**config.mk**
```make
export PLATFORM = sky130hd
export DESIGN_NAME = inst_fetch
export DESIGN_NICKNAME = d
export VERILOG_FILES = /design/src/rtl/inst_fetch.sv
export SDC_FILE = /design/constraint.sdc
export NUM_CORES = 1
export LEC_CHECK = 0
export ABC_CLOCK_PERIOD_IN_PS = 2400
export BUFFER_PORTS_ARGS = -buffer_cell sky130_fd_sc_hd__buf_2
export CAP_MARGIN = 20
export CORE_MARGIN = 8
export CORE_UTILIZATION = 35
export DETAILED_ROUTE_END_ITERATION = 12
export GPL_ROUTABILITY_DRIVEN = 0
export SYNTH_ARGS = -nofsm -noshare
export SYNTH_HDL_FRONTEND = slang
export SYNTH_SLANG_ARGS = --single-unit
```
**constraint.sdc**
```tcl
create_clock -name Clk -period 2.4 [get_ports Clk]
set_clock_uncertainty 0.15 [all_clocks]
set_input_delay 0.36 -clock Clk [delete_from_list [all_inputs] [get_ports Clk]]
set_output_delay 0.36 -clock Clk [all_outputs]
set_load 0.005 [all_outputs]
```
**src/rtl/inst_fetch.sv**
```systemverilog
//------------------------------------------------------------------------------
// inst_fetch
//
// Instruction fetch stage. It holds the program counter and issues one
// single-cycle read to the instruction RAM. One cycle later it captures the
// registered RAM output and splits it into opcode and register fields. The
// instruction is then held on a valid/ready handshake until the consumer
// takes it. A branch redirect cancels any fetch that is still in flight.
//
// Parameters:
//   ADDR_WIDTH  PC / RAM address width
//   INST_WIDTH  instruction width: opcode[20:18] src1[17:12] src2[11:6] dest[5:0]
//   RESET_PC    PC value loaded on reset
//
// Ports:
//   Clk, Rst_n      clock (rising edge), asynchronous active-low reset
//   Fetch_En        permits new fetches
//   Branch_Load     one-cycle redirect request, highest priority
//   Branch_Addr     redirect target
//   Ram_Inst_Out    registered instruction data from the RAM
//   Ram_Inst_Read   read strobe to the RAM (high only in the request cycle)
//   Fetch_Addr      RAM address, always equal to the PC
//   Inst_Valid      instruction fields are valid
//   Inst_Ready      consumer accepts the instruction
//   Inst_Opcode, Inst_Src1, Inst_Src2, Inst_Dest   decoded fields
//   Inst_PC         address the presented instruction was fetched from
//   Fetch_Busy      high whenever a fetch is in progress or being presented
//------------------------------------------------------------------------------
module inst_fetch #(
   parameter int                    ADDR_WIDTH = 6,
   parameter int                    INST_WIDTH = 21,
   parameter logic [ADDR_WIDTH-1:0] RESET_PC   = '0
) (
   input  logic                  Clk,
   input  logic                  Rst_n,
   input  logic                  Fetch_En,
   input  logic                  Branch_Load,
   input  logic [ADDR_WIDTH-1:0] Branch_Addr,
   input  logic [INST_WIDTH-1:0] Ram_Inst_Out,
   output logic                  Ram_Inst_Read,
   output logic [ADDR_WIDTH-1:0] Fetch_Addr,
   output logic                  Inst_Valid,
   input  logic                  Inst_Ready,
   output logic [2:0]            Inst_Opcode,
   output logic [5:0]            Inst_Src1,
   output logic [5:0]            Inst_Src2,
   output logic [5:0]            Inst_Dest,
   output logic [ADDR_WIDTH-1:0] Inst_PC,
   output logic                  Fetch_Busy
);

   localparam logic [1:0] ST_IDLE  = 2'd0;
   localparam logic [1:0] ST_REQ   = 2'd1;
   localparam logic [1:0] ST_CAPT  = 2'd2;
   localparam logic [1:0] ST_VALID = 2'd3;

   logic [1:0]            state_reg, state_next;
   logic [ADDR_WIDTH-1:0] pc_reg, pc_next;
   logic                  capture;
   logic [2:0]            opcode_reg;
   logic [5:0]            src1_reg, src2_reg, dest_reg;
   logic [ADDR_WIDTH-1:0] inst_pc_reg;

   // A branch overrides every state. Leaving CAPT through a branch means the
   // capture never happens, so the pending RAM data is dropped. Leaving VALID
   // through a branch also drops Inst_Valid. If Inst_Ready is high on that
   // edge, the consumer has already taken the instruction, so nothing is lost.
   always_comb begin
      state_next = state_reg;
      pc_next    = pc_reg;
      capture    = 1'b0;
      if (Branch_Load) begin
         pc_next    = Branch_Addr;
         state_next = Fetch_En ? ST_REQ : ST_IDLE;
      end else begin
         case (state_reg)
            ST_IDLE:  if (Fetch_En) state_next = ST_REQ;
            ST_REQ:   state_next = ST_CAPT;
            ST_CAPT: begin
               state_next = ST_VALID;
               capture    = 1'b1;
               // The PC advances here, not at the handshake. The next fetch
               // can then start straight from VALID with no extra cycle.
               pc_next    = pc_reg + ADDR_WIDTH'(1);
            end
            ST_VALID: if (Inst_Ready) state_next = Fetch_En ? ST_REQ : ST_IDLE;
            default:  state_next = ST_IDLE;
         endcase
      end
   end

   always_ff @(posedge Clk or negedge Rst_n) begin
      if (!Rst_n) begin
         state_reg   <= ST_IDLE;
         pc_reg      <= RESET_PC;
         opcode_reg  <= '0;
         src1_reg    <= '0;
         src2_reg    <= '0;
         dest_reg    <= '0;
         inst_pc_reg <= '0;
      end else begin
         state_reg <= state_next;
         pc_reg    <= pc_next;
         if (capture) begin
            opcode_reg  <= Ram_Inst_Out[20:18];
            src1_reg    <= Ram_Inst_Out[17:12];
            src2_reg    <= Ram_Inst_Out[11:6];
            dest_reg    <= Ram_Inst_Out[5:0];
            inst_pc_reg <= pc_reg;
         end
      end
   end

   assign Ram_Inst_Read = (state_reg == ST_REQ);
   assign Fetch_Addr    = pc_reg;
   assign Inst_Valid    = (state_reg == ST_VALID);
   assign Fetch_Busy    = (state_reg != ST_IDLE);
   assign Inst_Opcode   = opcode_reg;
   assign Inst_Src1     = src1_reg;
   assign Inst_Src2     = src2_reg;
   assign Inst_Dest     = dest_reg;
   assign Inst_PC       = inst_pc_reg;

endmodule

```
==> impl_results.html <==
<table>
<tr><th>Metric</th><th>Value</th></tr>
<tr><th colspan="2">Status</th></tr>
<tr><td>Outcome</td><td>finished clean</td></tr>
<tr><th colspan="2">Clock network</th></tr>
<tr><td>TritonCTS clock tree</td><td>done</td></tr>
<tr><td>Number of gates given a new drive strength after cts</td><td>0</td></tr>
<tr><td>Number of H-tree levels</td><td>2</td></tr>
<tr><td>Setup fix buffers added after clock tree synthesis</td><td>0</td></tr>
<tr><td>Number of clock sinks seen by CTS</td><td>35</td></tr>
<tr><td>Clock slew at reported path FFs</td><td>70 ps</td></tr>
<tr><td>TritonCTS buffer count</td><td>5</td></tr>
<tr><td>Number of buffers on the longest clock path</td><td>2</td></tr>
<tr><td>Clock Latency Late Sink</td><td>280 ps</td></tr>
<tr><td>CTS Hold Buffers Added</td><td>0</td></tr>
<tr><td>Master cell of the clock root buffer</td><td>clkbuf_8</td></tr>
<tr><th colspan="2">Timing</th></tr>
<tr><td>Number of setup violations in the final report</td><td>0</td></tr>
<tr><td>Max Fclk</td><td>491.5 MHz</td></tr>
<tr><td>Final sum of negative setup slack</td><td>0 ps</td></tr>
<tr><td>Worst relative slew slack</td><td>47.86%</td></tr>
<tr><td>Period utilization</td><td>84.78%</td></tr>
<tr><td>Setup repair after global routing missed its margin</td><td>false</td></tr>
<tr><td>Fin. max-slew vios</td><td>0</td></tr>
<tr><td>Shortest clock period the worst path allows after layout</td><td>2035 ps</td></tr>
<tr><td>Actual slew at the worst max-slew pin</td><td>782.1 ps</td></tr>
<tr><td>PnR worst setup slack</td><td>365.4 ps</td></tr>
<tr><td>Hold Fails Final Rpt</td><td>0</td></tr>
<tr><th colspan="2">Die</th></tr>
<tr><td>Area of the core</td><td>4414 um2</td></tr>
<tr><td>Effective utilization at floorplan</td><td>36.56%</td></tr>
<tr><td>Die X</td><td>83.91 um</td></tr>
<tr><td>Height of the die</td><td>83.91 um</td></tr>
<tr><td>Die Footprint</td><td>7041 um2</td></tr>
<tr><td>Std cell rows</td><td>24</td></tr>
<tr><td>IO Pins</td><td>68</td></tr>
<tr><th colspan="2">Synthesis</th></tr>
<tr><td>Post-Synthesis Cell Area</td><td>1614 um2</td></tr>
<tr><td>Dominant combinational cell family by area after synthesis</td><td>multiplexers</td></tr>
<tr><td>Mux cell area share after synthesis</td><td>24.73%</td></tr>
<tr><td>Post-synthesis average cell area</td><td>14.81 um2</td></tr>
<tr><td>Number of enable flip-flop cells after synthesis</td><td>0</td></tr>
<tr><td>Count leader, synth</td><td>dfrtp_1</td></tr>
<tr><td>Flop and latch count out of synthesis</td><td>35</td></tr>
<tr><td>Net Count, Synth</td><td>147</td></tr>
<tr><td>Cell type with the largest total area after synthesis</td><td>dfrtp_1</td></tr>
<tr><td>Cell types occupying the most area after synthesis</td><td>dfrtp_1 54%, mux2_4 19%, mux2_2 4.9%</td></tr>
<tr><td>Number of distinct library cells after synthesis</td><td>22</td></tr>
<tr><td>Synth Area in Compound Gates</td><td>3.721%</td></tr>
<tr><td>Main synth FF type</td><td>dfrtp_1</td></tr>
<tr><td>Share of Yosys cell area claimed by the top area cell type</td><td>54.26%</td></tr>
<tr><td>Warnings, synthesis</td><td>0</td></tr>
<tr><td>Share of flip-flops with an asynchronous set or reset</td><td>100.0%</td></tr>
<tr><td>Simple logic cell fraction of the synthesized area</td><td>4.496%</td></tr>
<tr><td>Sequential-to-total area share from yosys stat</td><td>54.26%</td></tr>
<tr><td>XOR/XNOR share of the synthesized area</td><td>2.713%</td></tr>
<tr><td>Commonest cells in the synthesized netlist</td><td>35 x dfrtp_1, 20 x mux2_4, 8 x nand2_1</td></tr>
<tr><td>Adder-cell share of the synthesized area</td><td>4.651%</td></tr>
<tr><td>Cell count after synthesis</td><td>109</td></tr>
<tr><th colspan="2">Power and ir drop</th></tr>
<tr><td>Power per unit of standard cell area</td><td>1160 nW/um2</td></tr>
<tr><td>Reg power frac</td><td>42.1%</td></tr>
<tr><td>Static leakage</td><td>1.055 nW</td></tr>
<tr><td>Switching power</td><td>0.0007061 W</td></tr>
<tr><td>Clk pwr share</td><td>19.2%</td></tr>
<tr><td>Peak supply drop</td><td>0.3837 mV</td></tr>
<tr><td>Switching share of total power</td><td>29.55%</td></tr>
<tr><td>Internal power of the cells</td><td>0.001683 W</td></tr>
<tr><td>Comb power frac</td><td>38.7%</td></tr>
<tr><th colspan="2">Job</th></tr>
<tr><td>Max capacitance violation total</td><td>0</td></tr>
<tr><th colspan="2">Drt</th></tr>
<tr><td>Iteration-0 DRC Markers</td><td>57</td></tr>
<tr><td>Total length of routed wires</td><td>3654 um</td></tr>
<tr><td>Via count</td><td>1,083</td></tr>
<tr><td>Number of design rule violations left after detail routing</td><td>0</td></tr>
<tr><td>Mean number of vias per cell</td><td>4.648</td></tr>
<tr><td>Number of nets with antenna violations after routing</td><td>0</td></tr>
<tr><td>WL/cell</td><td>15.68 um</td></tr>
<tr><td>Number of optimization iterations in the first detailed-route pass</td><td>4</td></tr>
<tr><th colspan="2">GRT</th></tr>
<tr><td>Via count of the first global-routing pass</td><td>1,222</td></tr>
<tr><td>Total congestion overflow</td><td>0</td></tr>
<tr><td>Maximum number of pins on one net before global-route repair</td><td>36</td></tr>
<tr><td>Global-route usage over all layers</td><td>10.37%</td></tr>
<tr><td>Global-route wire length before repair</td><td>5920 um</td></tr>
<tr><td>Initial antenna violation count</td><td>0</td></tr>
<tr><th colspan="2">Setup path</th></tr>
<tr><td>Buffers and inverters on the worst path</td><td>2</td></tr>
<tr><td>Arrival @ worst endpoint</td><td>2050 ps</td></tr>
<tr><td>CP delay by family, top</td><td>buffers and inverters</td></tr>
<tr><td>Max FO, Critical Path</td><td>21</td></tr>
<tr><td>Worst Setup End Kind</td><td>flop</td></tr>
<tr><td>Series of cell instances along the critical path</td><td>inv_1 &gt; ha_1 &gt; nor2b_4 &gt; buf_4 &gt; mux2_2</td></tr>
<tr><td>Required arrival time at the worst endpoint</td><td>2410 ps</td></tr>
<tr><td>Slowest Stage Delay on Critical Path</td><td>410 ps</td></tr>
<tr><td>CP Launch Type</td><td>flop</td></tr>
<tr><td>Library cell contributing the largest single delay on the critical path</td><td>dfrtp_1</td></tr>
<tr><td>Startpoint-to-endpoint class of the critical path</td><td>reg -&gt; reg</td></tr>
<tr><th colspan="2">Layout</th></tr>
<tr><td>Multi-input combinational cell area</td><td>650.6 um2</td></tr>
<tr><td>Antenna cells</td><td>0</td></tr>
<tr><td>Post-synthesis to final-layout area growth</td><td>27.67%</td></tr>
<tr><td>Fill cells</td><td>404</td></tr>
<tr><td>Number of nets at the end of the flow</td><td>218</td></tr>
<tr><td>Fraction of final layout cells with drive strength greater than 1</td><td>58.01%</td></tr>
<tr><td>Sequential cell area in the final layout</td><td>875.8 um2</td></tr>
<tr><th colspan="2">Worst hold path</th></tr>
<tr><td>Hold crit path type</td><td>in -&gt; async</td></tr>
<tr><th colspan="2">Placed design</th></tr>
<tr><td>Post-DP HPWL</td><td>2780 um</td></tr>
<tr><td>Count of buffers inserted at the top-level ports</td><td>67</td></tr>
<tr><td>Post-placement setup slack</td><td>366.4 ps</td></tr>
</table>
[cells by family after synthesis]
kind of cell    after synthesis
compound gates               10
xor+xnor                      5
fa+ha+maj                     6
buf+inv                      10
flops                        35
mux                          29
simple gates                 14
[routing by layer]
metal | share of wire (%) | track usage [%]
met5 | 0 | 0
met2 | 46 | 16.14
met1 | 45 | 11.75
met3 | 8.6 | 5.762
met4 | 1.3 | 3.297
[path summary, 6_finish.rpt]
check                                    start            end  slack (ps)  depth (start not counted)
worst min-delay path                     Rst_n   Inst_Src1[0]           7                          1
worst max register to register    state_reg[0]   Inst_Src2[0]         370                          5
max in group asynchronous                Rst_n     Inst_PC[3]        1600                          1
worst max-delay path              state_reg[0]   Inst_Src2[0]         370                          5
min in group Clk                Branch_Addr[1]  Fetch_Addr[1]         130                          3
worst min register to register    Inst_Dest[2]   Inst_Dest[2]         350                          1
[stage by stage]
step           area (um2)  std cells  hold slack, ps  total power, W  utilization [%]
3_5_place_dp         1961        225           338.5        0.001962            44.42
6_report             2061        233           6.868        0.002389            46.68
3_3_place_gp         1961        225           308.8        0.001917            44.42
4_1_cts              2061        233           28.29        0.002444            46.68
2_1_floorplan        1614        109          -85.59        0.001578                -
5_1_grt              2061        233           61.27        0.002567            46.68
[final cells by class]
class / count / area share [%]
multi-input combinational: 64 / 31.57
tap: 52 / 3.157
inverter: 5 / 0.9107
timing repair buffer: 69 / 17.00
clock buffer: 8 / 4.857
sequential: 35 / 42.50
[cell usage in the layout (no fill, tap or decap)]
cell type  count
a21oi_1        1
a221o_1        1
a22o_1         1
and3_2         1
buf_2         67
buf_4          2
clkbuf_1       1
clkbuf_8       7
dfrtp_1       35
ha_1           6
inv_1          5
mux2_2         7
mux2_4        20
mux2i_1        2
nand2_1        8
nand4_1        2
nor2_1         1
nor2b_4        1
nor3_1         1
o21ai_0        6
o22ai_1        1
xnor2_1        1
xor2_1         4
[worst register-to-register path: cells and delay by family (launching register included)]
family / cells / cell delay [ps]
adders and majority gates: 1 / 300
buffers and inverters: 2 / 470
DFF: 1 / 410
and+or+nand+nor: 1 / 190
muxes: 1 / 390
[power groups by stage]
| stage | Clock (W) | Sequential, W | Combinational [W] |
|---|---|---|---|
| 5_1_grt | 0.000510 | 0.00104 | 0.00101 |
| 3_3_place_gp | 0 | 0.000999 | 0.000918 |
| 4_1_cts | 0.000481 | 0.00101 | 0.000951 |
| 2_1_floorplan | 0 | 0.00102 | 0.000556 |
| 6_report | 0.000459 | 0.00101 | 0.000924 |
| 3_5_place_dp | 0 | 0.00102 | 0.000942 |
Note: power is estimated with default switching activity, not from simulation.
